File: src/rtl/mem_bus_master_pkg.sv
// Shared definitions for the CVP14 memory-bus initiator.
// Holds the FSM state encoding and the default halt address.
package mem_bus_master_pkg;

    typedef enum logic [1:0] {
        StRun       = 2'd0,
        StDrain     = 2'd1,
        StHaltIssue = 2'd2,
        StHalted    = 2'd3
    } state_e;

    localparam logic [15:0] HaltAddrDefault = 16'hFFFF;

endpackage

File: src/rtl/mem_bus_req_fifo.sv
// Synchronous request FIFO for the memory-bus initiator.
// Ports:
//   clk    in          sole clock, posedge
//   reset  in          synchronous, active-high; flushes the FIFO
//   push   in          write wdata (ignored when full)
//   pop    in          drop head entry (ignored when empty)
//   wdata  in  WIDTH   entry to write
//   rdata  out WIDTH   head entry (valid when !empty)
//   full   out         DEPTH entries held
//   empty  out         no entries held
module mem_bus_req_fifo #(
    parameter int unsigned DEPTH = 2,
    parameter int unsigned WIDTH = 33
) (
    input  logic             clk,
    input  logic             reset,
    input  logic             push,
    input  logic             pop,
    input  logic [WIDTH-1:0] wdata,
    output logic [WIDTH-1:0] rdata,
    output logic             full,
    output logic             empty
);
    localparam int unsigned PTR_W = $clog2(DEPTH);
    localparam logic [PTR_W-1:0] PtrOne = 1;
    localparam logic [PTR_W:0] CntOne = 1;
    localparam logic [PTR_W:0] CntFull = (PTR_W + 1)'(DEPTH);

    logic [WIDTH-1:0] mem_q [DEPTH];
    logic [PTR_W-1:0] wr_ptr_q, rd_ptr_q;
    // One extra count bit separates full from empty.
    logic [PTR_W:0]   count_q, count_d;
    logic             do_push, do_pop;

    assign full    = (count_q == CntFull);
    assign empty   = (count_q == '0);
    assign do_push = push && !full;
    assign do_pop  = pop && !empty;
    assign rdata   = mem_q[rd_ptr_q];

    always_comb begin
        count_d = count_q;
        if (do_push && !do_pop) begin
            count_d = count_q + CntOne;
        end else if (do_pop && !do_push) begin
            count_d = count_q - CntOne;
        end
    end

    always_ff @(posedge clk) begin
        if (reset) begin
            wr_ptr_q <= '0;
            rd_ptr_q <= '0;
            count_q  <= '0;
        end else begin
            // DEPTH is a power of two, so pointers wrap naturally.
            if (do_push) wr_ptr_q <= wr_ptr_q + PtrOne;
            if (do_pop)  rd_ptr_q <= rd_ptr_q + PtrOne;
            count_q <= count_d;
        end
    end

    always_ff @(posedge clk) begin
        if (do_push) mem_q[wr_ptr_q] <= wdata;
    end

endmodule

File: src/rtl/mem_bus_master.sv
// CPU-side initiator for the CVP14 memory bus. Buffers core load/store requests, issues at
// most one bus access per cycle, returns read data in issue order, and on halt drives
// Addr = HALT_ADDR for one cycle before going quiet.
// Ports:
//   Clk1, Reset                  clock / synchronous active-high reset
//   req_valid/ready/we/addr/wdata core request handshake
//   rsp_valid, rsp_rdata         one-cycle read-data pulse
//   halt_req, halted, busy       end-of-run control and status
//   Addr, RD, WR, DataOut, DataIn memory bus
// Optional feature: define MEM_BUS_TRACE_EN for a simulation-only bus trace and RD&WR check.
module mem_bus_master
    import mem_bus_master_pkg::*;
#(
    parameter int unsigned       ADDR_W    = 16,
    parameter int unsigned       DATA_W    = 16,
    parameter int unsigned       REQ_DEPTH = 2,
    parameter logic [ADDR_W-1:0] HALT_ADDR = ADDR_W'(HaltAddrDefault)
) (
    input  logic              Clk1,
    input  logic              Reset,
    input  logic              req_valid,
    output logic              req_ready,
    input  logic              req_we,
    input  logic [ADDR_W-1:0] req_addr,
    input  logic [DATA_W-1:0] req_wdata,
    output logic              rsp_valid,
    output logic [DATA_W-1:0] rsp_rdata,
    input  logic              halt_req,
    output logic              halted,
    output logic              busy,
    output logic [ADDR_W-1:0] Addr,
    output logic              RD,
    output logic              WR,
    output logic [DATA_W-1:0] DataOut,
    input  logic [DATA_W-1:0] DataIn
);
    localparam int unsigned EntryW = 1 + ADDR_W + DATA_W;

    state_e            state_q, state_d;
    logic              fifo_full, fifo_empty, fifo_push, fifo_pop;
    logic [EntryW-1:0] fifo_wdata, fifo_rdata;
    logic              head_we;
    logic [ADDR_W-1:0] head_addr;
    logic [DATA_W-1:0] head_data;
    logic              issue_en;
    logic [ADDR_W-1:0] addr_q;
    logic [DATA_W-1:0] dout_q;
    logic              rd_q, wr_q;
    // Bit 0: read issued last edge; bit 1: memory has DataIn ready for capture.
    logic [1:0]        rd_inflight_q;

    assign fifo_wdata                     = {req_we, req_addr, req_wdata};
    assign {head_we, head_addr, head_data} = fifo_rdata;
    assign fifo_push                      = req_valid && req_ready;
    assign fifo_pop                       = issue_en && !fifo_empty;

    mem_bus_req_fifo #(
        .DEPTH (REQ_DEPTH),
        .WIDTH (EntryW)
    ) u_req_fifo (
        .clk   (Clk1),
        .reset (Reset),
        .push  (fifo_push),
        .pop   (fifo_pop),
        .wdata (fifo_wdata),
        .rdata (fifo_rdata),
        .full  (fifo_full),
        .empty (fifo_empty)
    );

    // FSM: state register
    always_ff @(posedge Clk1) begin
        if (Reset) state_q <= StRun;
        else       state_q <= state_d;
    end

    // FSM: next state. A halt_req dropped during drain does not cancel the halt.
    always_comb begin
        state_d = state_q;
        unique case (state_q)
            StRun:       if (halt_req) state_d = StDrain;
            StDrain:     if (fifo_empty && (rd_inflight_q == 2'b00)) state_d = StHaltIssue;
            StHaltIssue: state_d = StHalted;
            StHalted:    state_d = StHalted;
            default:     state_d = StRun;
        endcase
    end

    // FSM: outputs
    always_comb begin
        req_ready = 1'b0;
        issue_en  = 1'b0;
        halted    = 1'b0;
        Addr      = addr_q;
        unique case (state_q)
            StRun: begin
                req_ready = !fifo_full;
                issue_en  = 1'b1;
            end
            StDrain:     issue_en = 1'b1;
            StHaltIssue: Addr     = HALT_ADDR;
            StHalted:    halted   = 1'b1;
            default:     ;
        endcase
    end

    // Bus strobes last one cycle; Addr/DataOut only change on an issue.
    always_ff @(posedge Clk1) begin
        if (Reset) begin
            addr_q        <= '0;
            dout_q        <= '0;
            rd_q          <= 1'b0;
            wr_q          <= 1'b0;
            rd_inflight_q <= 2'b00;
            rsp_valid     <= 1'b0;
            rsp_rdata     <= '0;
        end else begin
            rd_q          <= fifo_pop && !head_we;
            wr_q          <= fifo_pop && head_we;
            rd_inflight_q <= {rd_inflight_q[0], fifo_pop && !head_we};
            rsp_valid     <= rd_inflight_q[1];
            if (fifo_pop) begin
                addr_q <= head_addr;
                dout_q <= head_data;
            end
            if (rd_inflight_q[1]) rsp_rdata <= DataIn;
        end
    end

    assign RD      = rd_q;
    assign WR      = wr_q;
    assign DataOut = dout_q;
    assign busy    = !fifo_empty || (rd_inflight_q != 2'b00);

`ifdef MEM_BUS_TRACE_EN
    always @(posedge Clk1) begin
        if (!Reset) begin
            if (RD)        $display("RD %h ----", Addr);
            if (WR)        $display("WR %h %h", Addr, DataOut);
            if (rsp_valid) $display("RSP %h", rsp_rdata);
            if (RD && WR)  $error("RD and WR both asserted, Addr=%h", Addr);
        end
    end
`endif

endmodule

File: config.mk
export PLATFORM = sky130hd
export DESIGN_NAME = mem_bus_master
export DESIGN_NICKNAME = d
export VERILOG_FILES = /design/src/rtl/mem_bus_master_pkg.sv /design/src/rtl/mem_bus_req_fifo.sv /design/src/rtl/mem_bus_master.sv
export SDC_FILE = /design/constraint.sdc
export NUM_CORES = 1
export LEC_CHECK = 0
export ABC_CLOCK_PERIOD_IN_PS = 6900
export CORE_AREA = 4 4 71 139
export CTS_CLUSTER_DIAMETER = 30
export DETAILED_ROUTE_END_ITERATION = 6
export DIE_AREA = 0 0 75 143
export PLACE_DENSITY = 0.79
export SLEW_MARGIN = 25
export SYNTH_ARGS = -nofsm -noshare
export SYNTH_HDL_FRONTEND = slang
export SYNTH_SLANG_ARGS = --single-unit
File: constraint.sdc
create_clock -name Clk1 -period 6.9 [get_ports Clk1]
set_input_delay 1.38 -clock Clk1 [delete_from_list [all_inputs] [get_ports Clk1]]
set_output_delay 1.38 -clock Clk1 [all_outputs]
set_load 0.01 [all_outputs]
==> flow_summary.ini, run 1 <==
[outcome]
status = complete, no violations

[placed_design]
number_of_i_o_port_buffers = 106
place_congestion = 0.786
dp_hpwl_mm = 5.75
dpl.cell_count = 515

[global_routing]
grt_antenna_before_repair = 0
globalRouteTotalUtil = 0.173
grt_max_degree = 66
via_count_of_the_first_global_routing_pass = 2893
overflow = 0
first_pass_grt_wire_length_mm = 13.6

[hold_path]
min-delay-path-class = flip-flop to flip-flop
hold_start = rsp_rdata[7]

[pwr]
power.leakage_nw = 2.22
switching_share_of_power = 0.284
share_of_total_power_in_combinational_logic = 0.291
sequential_power_share = 0.405
power.net_switching_mw = 0.767
power_per_cell_area_nw_per_um2 = 435
p_int_mw = 1.94
clock_power_share = 0.304
irDropWorstVdd_mv = 0.280

[cts]
postCtsHoldBufs = 0
cts_made_buffers = 17
worst_skew_late_latency_ns = 0.40
cts.path.max_buffers = 2
cts_tree = done
clkTransAtPathRegs_ns = 0.05
htree_num_levels = 4
post_cts_buffers = 0
resize_count_post_cts = 0
number_of_sinks_driven_by_the_clock_tree = 125
clk_root_buffer_cell = sky130_fd_sc_hd__clkbuf_16

[detailed_routing]
route.detailed.wl_per_inst_um = 16.1
routed_wirelength_mm = 8.78
route.vias.total = 2829
firstDrtPassIters = 4
detail_route.drc_violations = 0
ant_nets = 0
drt_iter0_drc = 100
post_drt_via_cell_ratio = 5.17

[final_layout]
antennaDiodeCount = 0
fillers = 602
nNetsFinal = 486
final_cells = 547
area_growth_pct = 35.7
fraction_of_final_layout_cells_sized_beyond_drive_strength_1 = 0.103

[critical_path]
crit_path_kind = flip-flop to output port
worstReg2RegStart = u_req_fifo.count_q[0]
endpoint_of_the_worst_slack_reg_to_reg_timing_path = u_req_fifo.mem_q[0][12]
signal_arrival_time_at_the_worst_endpoint_ns = 2.22
worst-r2r-cell-count = 3
cp_max_fo = 18
first_element_of_the_critical_path = rd_inflight_q[1]
cp-endpoint = busy
crit_path_start_kind = flip-flop
r2r_setup_slack_ns = 4.99
crit_required_ns = 5.52
worst_setup_path_end_kind = output port

[synthesis]
asyncSetResetFlopFracSynth = 0
gate_count_after_technology_mapping = 326
synthDistinctLibCells = 31
synth_edf_count = 66
yosys.area_share.xor_xnor = 0.00573
synth.avg_cell_area_um2 = 14.1
yosys-top-cells-count = 66 x sky130_fd_sc_hd__edfxtp_1, 59 x sky130_fd_sc_hd__dfxtp_1, 55 x sky130_fd_sc_hd__nor2_1
most_used_standard_cell_by_instance_count_after_synthesis = sky130_fd_sc_hd__edfxtp_1
synth.area.mux_share = 0.109
syn-num-nets = 380
synth-compound-area-share = 0.0707
yosys_reg_bits = 125
synth_top_area_share = 0.432
number_of_warnings_printed_during_yosys_synthesis = 0
synth-simple-area-share = 0.0871
yosys_most_used_dff = sky130_fd_sc_hd__edfxtp_1
dominant_combinational_cell_family_by_area_after_synthesis = multiplexers
synth_area_leaders = sky130_fd_sc_hd__edfxtp_1 43%, sky130_fd_sc_hd__dfxtp_1 26%, sky130_fd_sc_hd__mux2i_1 11%, sky130_fd_sc_hd__nor2_1 4.5%, sky130_fd_sc_hd__a211oi_1 3.6%
synth_adder_area_share = 0.00273
syn_area_um2 = 4580
synth_area_leader_cell = sky130_fd_sc_hd__edfxtp_1
synth-seq-area-share = 0.690

[sta]
worst_clock_skew_ns = 0.00765
max_frequency_mhz = 277
timing_hold_violations_final = 0
rsz0062_at_grt = no
timing.final.setup_violations = 0
period_share = 0.522
timing_max_transition_violations_final = 0
tightestPinTransition_ns = 0.984
timing.final.crit_period_ns = 3.60
slew_headroom = 0.342
fin_tns_setup_ns = 0

[die]
floorplan.io_pins = 107
fp.dieArea_um2 = 10700
core_area_um2 = 8890
start_util = 0.516
die_width_um = 75
die_height_um = 143
num_rows = 49

[flow_run]
drv_cap = 0
==> power by group through the flow <==
stage,clock network (mW),logic (mW),registers (mW)
after CTS,0.837,0.803,1.10
final,0.822,0.787,1.09
after global routing,0.867,0.862,1.12
after detailed placement,0,0.795,1.11
after global placement,0,0.776,1.10
after floorplan,0,0.483,1.08
==> state kept, by name, indices dropped and copies added, names as in the netlist, named ones only <==
| register | count |
|---|---|
| u_req_fifo.count_q | 2 |
| state_q | 2 |
| addr_q | 16 |
| DataOut | 16 |
| WR | 1 |
| u_req_fifo.wr_ptr_q | 1 |
| u_req_fifo.mem_q | 66 |
| rd_inflight_q | 2 |
| rsp_rdata | 16 |
| rsp_valid | 1 |
| u_req_fifo.rd_ptr_q | 1 |
==> metal layers <==
layer / vias up / wire length [um] / track usage
met5: - / 0 / 0
met2: 70 / 4990 / 0.313
met4: 0 / 177 / 0.0722
met1: 1358 / 3190 / 0.171
li1: 1387 / - / -
met3: 14 / 421 / 0.0613
==> metrics by stage <==
step | util | area [um^2] | setup slack, ns | hold slack, ns | total power, mW
floorplan | - | 4580 | 3.59 | 0.473 | 1.56
global placement | 0.636 | 5650 | 3.71 | 0.472 | 1.88
detailed placement | 0.636 | 5650 | 3.64 | 0.483 | 1.90
CTS | 0.699 | 6220 | 3.28 | 0.494 | 2.74
global route | 0.700 | 6220 | 3.19 | 0.509 | 2.85
finish | 0.700 | 6220 | 3.30 | 0.490 | 2.70
==> worst max-delay path: stages, from the launching register on <==
cell                              delay [ns]
sky130_fd_sc_hd__dfxtp_1                0.95
sky130_fd_sc_hd__nor4_1                 0.24
sky130_fd_sc_hd__inv_1                  0.10
sky130_fd_sc_hd__clkdlybuf4s50_1        0.53
==> layout make-up <==
class                   instances  area [um^2]  share of cell area
flip-flops and latches        125         3170               0.509
multi-input cells             176         1270               0.205
repair buffers                108         1070               0.172
clock buffers                  25          505              0.0813
well taps                     102          128              0.0205
clock inverters                 7         61.3             0.00986
inverters                       4         15.0             0.00241
==> how the worst min path moves through the flow <==
stage	slack, ns	depth (start not counted)	end
2_1_floorplan	0.47	2	addr_q[11]
3_3_place_gp	0.47	2	rsp_rdata[10]
3_5_place_dp	0.48	1	rd_inflight_q[1]
4_1_cts	0.49	2	addr_q[9]
5_1_grt	0.51	1	rd_inflight_q[1]
6_report	0.49	2	rsp_rdata[7]
==> placed cells by master, fill, tap and decap left out, types with 2 or more instances in the layout <==
master,synthesis,layout
sky130_fd_sc_hd__xor2_1,2,2
sky130_fd_sc_hd__mux2i_1,49,49
sky130_fd_sc_hd__a211oi_2,10,10
sky130_fd_sc_hd__inv_1,4,4
sky130_fd_sc_hd__nand2b_1,12,12
sky130_fd_sc_hd__nor2_1,55,54
sky130_fd_sc_hd__clkbuf_8,0,5
sky130_fd_sc_hd__a211oi_1,22,22
sky130_fd_sc_hd__clkbuf_16,0,17
sky130_fd_sc_hd__dfxtp_1,59,58
sky130_fd_sc_hd__buf_4,2,2
sky130_fd_sc_hd__and2_1,2,2
sky130_fd_sc_hd__nor3_1,2,2
sky130_fd_sc_hd__edfxtp_1,66,66
sky130_fd_sc_hd__clkdlybuf4s50_1,0,105
sky130_fd_sc_hd__a21oi_1,2,2
sky130_fd_sc_hd__clkbuf_1,4,3
sky130_fd_sc_hd__nor2b_1,3,3
sky130_fd_sc_hd__clkinv_2,0,4
sky130_fd_sc_hd__or2b_1,6,6
==> cell families (layout without fill, tap and decap cells) <==
group | Yosys count | count (layout)
AO/OA/AOI/OAI | 37 | 37
XOR/XNOR | 3 | 3
adder cells (fa/ha/maj) | 1 | 1
buffers and inverters | 25 | 144
flip-flops | 125 | 125
multiplexers | 50 | 50
AND/OR/NAND/NOR | 85 | 85
(Power assumes the default switching activity.)
==> run 2: changes to the inputs <==
Settings changed: ABC_CLOCK_PERIOD_IN_PS 6900 to 3520, CORE_AREA 4 4 71 139 to 4 4 74 144, DIE_AREA 0 0 75 143 to 0 0 78 148, PLACE_DENSITY 0.79 to 0.74.
Clock period 6.9 ns to 3.52 ns, I/O delays scaled along.
==> run 2 against run 1 <==
  * Wire length grew 1.0%
  * Core utilization down 3.9 points
  * Critical endpoint is now Addr[6]
  * Global-route usage decreased by 0.95 points
  * Critical path type unchanged
  * Worst hold slack lost 0.0079 ns
  * Worst setup slack lost 2.5 ns
  * Non-clock buffer count up 2
==> flow_summary.ini, run 2 (synthesized netlist as in run 1, its figures left out) <==
[global_routing]
grt_max_degree = 66
grt_antenna_before_repair = 0
via_count_of_the_first_global_routing_pass = 2911
global_route.peak_usage_layer = met2
grtUsageMet2 = 0.295
globalRouteTotalUtil = 0.164
overflow = 0
first_pass_grt_wire_length_mm = 14.3
globalRouteMet3Util = 0.0591
use_met1 = 0.162

[final_layout]
largest-register = u_req_fifo.mem_q
fillers = 739
nNetsFinal = 488
layout_commonest_cell = sky130_fd_sc_hd__clkdlybuf4s50_1
largest_register_ffs = 66
antennaDiodeCount = 0
area_growth_pct = 36.1
fraction_of_final_layout_cells_sized_beyond_drive_strength_1 = 0.0984
mostFrequentLayoutCells = 105 x sky130_fd_sc_hd__clkdlybuf4s50_1, 66 x sky130_fd_sc_hd__edfxtp_1, 58 x sky130_fd_sc_hd__dfxtp_1
final_cells = 577

[critical_path]
cpPeakStageDelay_ns = 0.53
worst_setup_path_end_kind = output port
path_cells = or2b_1 -> or2b_1 -> clkdlybuf4s50_1
crit_path_kind = flip-flop to output port
crit_path_start_kind = flip-flop
path_common_cell = sky130_fd_sc_hd__or2b_1
signal_arrival_time_at_the_worst_endpoint_ns = 2.02
crit_required_ns = 2.82
cp_max_fo = 16
critical-path-slowest-cell = sky130_fd_sc_hd__clkdlybuf4s50_1

[detailed_routing]
detail_route.drc_violations = 0
route.detailed.wl_per_inst_um = 15.4
firstDrtPassIters = 5
routed_wirelength_mm = 8.87
post_drt_via_cell_ratio = 4.90
ant_nets = 0
drt_iter0_drc = 95
route.vias.total = 2826

[cts]
clkTransAtPathRegs_ns = 0.05
cts.path.max_buffers = 2
postCtsHoldBufs = 0
resize_count_post_cts = 0
clk_root_buffer_cell = sky130_fd_sc_hd__clkbuf_16
cts_tree = done
number_of_sinks_driven_by_the_clock_tree = 125
htree_num_levels = 4
worst_skew_late_latency_ns = 0.40
post_cts_buffers = 0
cts_made_buffers = 17

[sta]
timing_max_transition_violations_final = 0
timing.final.crit_period_ns = 2.73
max_frequency_mhz = 366
finalHoldWorstSlack_ns = 0.482
tightestPinTransition_ns = 0.829
fin_tns_setup_ns = 0
worst_clock_skew_ns = 0.00683
rsz0062_at_grt = no
timing.final.setup_violations = 0
period_share = 0.775
timing_hold_violations_final = 0
slew_headroom = 0.447

[die]
fp.dieArea_um2 = 11500
start_util = 0.485
core_area_um2 = 9450
num_rows = 50
floorplan.io_pins = 107
die_height_um = 148
die_width_um = 78

[outcome]
status = complete, no violations

[placed_design]
dpl.cell_count = 545
number_of_i_o_port_buffers = 106
dp_hpwl_mm = 5.85
place_congestion = 0.744

[flow_run]
drv_cap = 0

[pwr]
power_per_cell_area_nw_per_um2 = 838
power.leakage_nw = 2.21
irDropWorstVdd_mv = 0.576

[hold_path]
min-delay-path-class = flip-flop to flip-flop
[run 2: changes by cell type in the layout (fill, tap and decap cells not counted), sizes merged]
cell,delta
clkinv,-3
clkinvlp,-1
clkbuf,+5
buf,+2
bufinv,-1
[run 2: final timing paths]
path / start / end / slack (ns) / depth (start not counted)
worst max-delay path: state_q[1] / Addr[6] / 0.79 / 3
worst min register to register: rd_inflight_q[0] / rd_inflight_q[1] / 0.48 / 1
worst min-delay path: rd_inflight_q[0] / rd_inflight_q[1] / 0.48 / 1
worst max register to register: u_req_fifo.count_q[0] / u_req_fifo.mem_q[1][12] / 1.66 / 3
[run 2: where the power goes]
part	switching [mW]	total (mW)	internal (mW)
registers	0.219	2.14	1.92
clock network	0.539	1.53	0.991
logic	0.734	1.56	0.824
[run 2: layer usage]
| metal | vias up | routed length, um |
|---|---|---|
| li1 | 1393 | - |
| met1 | 1334 | 3330 |
| met2 | 81 | 4880 |
| met3 | 18 | 461 |
| met4 | 0 | 203 |
| met5 | - | 0 |
[run 2: layout make-up]
| cell class | instances | area, um^2 | area share |
|---|---|---|---|
| Tap cell | 130 | 163 | 0.0261 |
| Clock buffer | 30 | 524 | 0.0841 |
| Timing Repair Buffer | 110 | 1090 | 0.174 |
| Multi-Input combinational cell | 176 | 1270 | 0.204 |
| Clock inverter | 2 | 10.0 | 0.00160 |
| Sequential cell | 125 | 3170 | 0.508 |
| Inverter | 4 | 15.0 | 0.00241 |
[run 2: per-stage QoR]
stage / power [mW] / cell area, um^2 / worst slack (ns) / util
floorplan: 3.06 / 4580 / 0.882 / -
CTS: 5.30 / 6230 / 0.761 / 0.660
global placement: 3.70 / 5700 / 1.19 / 0.603
finish: 5.23 / 6240 / 0.791 / 0.660
detailed placement: 3.75 / 5700 / 1.18 / 0.603
global route: 5.53 / 6240 / 0.667 / 0.660
[run 2: critical path, delay by kind of cell (launching register included)]
kind,cells,cell delay (ns)
AND/OR/NAND/NOR,2,0.69
buffers and inverters,1,0.53
flip-flops,1,0.40
==> run 3: changes to the inputs <==
Settings changed: ABC_CLOCK_PERIOD_IN_PS 3520 to 2300, CORE_AREA 4 4 74 144 to 4 4 77 150, DIE_AREA 0 0 78 148 to 0 0 81 154, PLACE_DENSITY 0.74 to 0.71.
Clock period 3.52 ns to 2.3 ns, I/O delays scaled along.
==> run 3 against run 2 <==
  * Cell area grew 2.7%
  * First-iteration DRC count increased by 14%
  * Non-clock buffer count up 6
  * Cell count rose by 2.4%
  * Critical endpoint unchanged
  * Largest cell class unchanged
==> flow_summary.ini, run 3 (synthesized netlist as in run 1, its figures left out) <==
[pwr]
power.leakage_nw = 2.33
power_per_cell_area_nw_per_um2 = 1300
irDropWorstVdd_mv = 0.694

[critical_path]
signal_arrival_time_at_the_worst_endpoint_ns = 1.76
crit_path_kind = flip-flop to output port
first_element_of_the_critical_path = state_q[1]
worst_setup_path_end_kind = output port
r2r_setup_slack_ns = 0.54
endpoint_of_the_worst_slack_reg_to_reg_timing_path = u_req_fifo.count_q[1]
crit_required_ns = 1.84
worst-r2r-cell-count = 6
crit_path_start_kind = flip-flop
worstReg2RegStart = state_q[1]
cp_max_fo = 8

[final_layout]
area_growth_pct = 39.8
largest_register_ffs = 66
layout_commonest_cell = sky130_fd_sc_hd__clkdlybuf4s50_1
fraction_of_final_layout_cells_sized_beyond_drive_strength_1 = 0.126
postLayoutCellArea_um2 = 6410
mostFrequentLayoutCells = 101 x sky130_fd_sc_hd__clkdlybuf4s50_1, 66 x sky130_fd_sc_hd__edfxtp_1, 56 x sky130_fd_sc_hd__dfxtp_1
largest-register = u_req_fifo.mem_q
final_cells = 591
antennaDiodeCount = 0
fillers = 900
final_core_util = 0.611
nNetsFinal = 495

[hold_path]
hold_path_depth = 2
min-delay-path-class = flip-flop to flip-flop
hold_start = rsp_rdata[8]
hold_end = rsp_rdata[8]

[placed_design]
dp_hpwl_mm = 6.07
cell_area_after_placement_um2 = 5790
number_of_i_o_port_buffers = 106
place_congestion = 0.717
dpl.cell_count = 558

[cts]
worst_skew_late_latency_ns = 0.40
postCtsHoldBufs = 0
clk_root_buffer_cell = sky130_fd_sc_hd__clkbuf_16
post_cts_buffers = 0
htree_num_levels = 4
cts.path.max_buffers = 2
clkTransAtPathRegs_ns = 0.05
number_of_sinks_driven_by_the_clock_tree = 125
cts_tree = done
cts_made_buffers = 17

[detailed_routing]
ant_nets = 0
detail_route.drc_violations = 0
routed_wirelength_mm = 9.23
firstDrtPassIters = 4
route.vias.total = 2857
post_drt_via_cell_ratio = 4.83
route.detailed.wl_per_inst_um = 15.6
drt_iter0_drc = 108

[global_routing]
grt_antenna_before_repair = 0
grtUsageMet2 = 0.275
globalRouteMet3Util = 0.0569
grt_max_degree = 38
globalRouteTotalUtil = 0.157
overflow = 0
via_count_of_the_first_global_routing_pass = 3017
global_route.peak_usage_layer = met2
first_pass_grt_wire_length_mm = 14.5
use_met1 = 0.160

[die]
die_width_um = 81
start_util = 0.437
floorplan.io_pins = 107
fp.dieArea_um2 = 12500
core_area_um2 = 10500
die_height_um = 154
num_rows = 53

[sta]
timing_max_transition_violations_final = 0
fin_tns_setup_ns = 0
slew_headroom = 0.655
finalHoldWorstSlack_ns = 0.486
timing.final.setup_violations = 0
timing_hold_violations_final = 0
worst_clock_skew_ns = 0.00558
timing.final.crit_period_ns = 2.22
tightestPinTransition_ns = 0.518
max_frequency_mhz = 450
period_share = 0.967
rsz0062_at_grt = no

[flow_run]
drv_cap = 0

[outcome]
status = complete, no violations
-- run 3: cell types whose count changed in the layout (fill, tap and decap cells not counted), moves of 3 or more --
| cell | change |
|---|---|
| sky130_fd_sc_hd__bufinv_16 | +3 |
| sky130_fd_sc_hd__clkbuf_8 | -5 |
| sky130_fd_sc_hd__dfxtp_2 | +3 |
| sky130_fd_sc_hd__buf_12 | +3 |
| sky130_fd_sc_hd__dlymetal6s2s_1 | +4 |
| sky130_fd_sc_hd__buf_4 | +3 |
| sky130_fd_sc_hd__clkdlybuf4s50_1 | -4 |
| sky130_fd_sc_hd__clkbuf_1 | -7 |
| sky130_fd_sc_hd__clkinv_1 | +5 |
-- run 3: worst max-delay path by stage --
stage | cells past startpoint | to | slack, ns
floorplan | 3 | u_req_fifo.mem_q[1][0] | 0.33
global placement | 3 | Addr[6] | 0.26
detailed placement | 3 | Addr[7] | 0.19
CTS | 3 | Addr[7] | 0.003
global route | 3 | Addr[6] | 0.01
finish | 3 | Addr[6] | 0.08
-- run 3: final cells by class --
| cell class | count | area, um^2 | area share |
|---|---|---|---|
| repair buffers | 116 | 1180 | 0.184 |
| well taps | 137 | 171 | 0.0268 |
| clock buffers | 18 | 429 | 0.0670 |
| clock inverters | 14 | 151 | 0.0236 |
| multi-input cells | 177 | 1290 | 0.202 |
| flip-flops and latches | 125 | 3170 | 0.494 |
| inverters | 4 | 15.0 | 0.00234 |
-- run 3: timing repair --
item / CTS / global route
cloned: 0 / 1
gates resized for setup: 3 / 7
setup endpoints to repair: 17 / 6
endpoints found under the hold margin: 0 / 0
-- run 3: where the power goes --
group | switching (mW) | leakage (nW) | total [mW] | internal, mW
Sequential | 0.261 | 1.09 | 3.20 | 2.93
Combinational | 1.22 | 0.958 | 2.54 | 1.32
Clock | 0.906 | 0.277 | 2.59 | 1.68
Total | 2.38 | 2.33 | 8.32 | 5.93
-- run 3: critical path, cell delays in order (launching register included) --
cell and delay [ns]:
sky130_fd_sc_hd__dfxtp_2 0.35, sky130_fd_sc_hd__or2b_4 0.33, sky130_fd_sc_hd__or2b_1 0.16, sky130_fd_sc_hd__clkdlybuf4s50_1 0.52
-- run 3: routing by layer --
layer | wire length, um | share of wire | vias to the layer above
li1 | - | - | 1410
met4 | 183 | 0.020 | 0
met3 | 436 | 0.047 | 16
met2 | 5150 | 0.56 | 78
met5 | 0 | 0 | -
met1 | 3460 | 0.37 | 1353
-- run 3: stage by stage --
step | worst slack, ns | total power, mW
after floorplan | 0.332 | 4.69
after global placement | 0.261 | 5.71
after detailed placement | 0.188 | 5.80
after CTS | 0.00301 | 8.44
after global routing | 0.0122 | 8.78
final | 0.0761 | 8.32
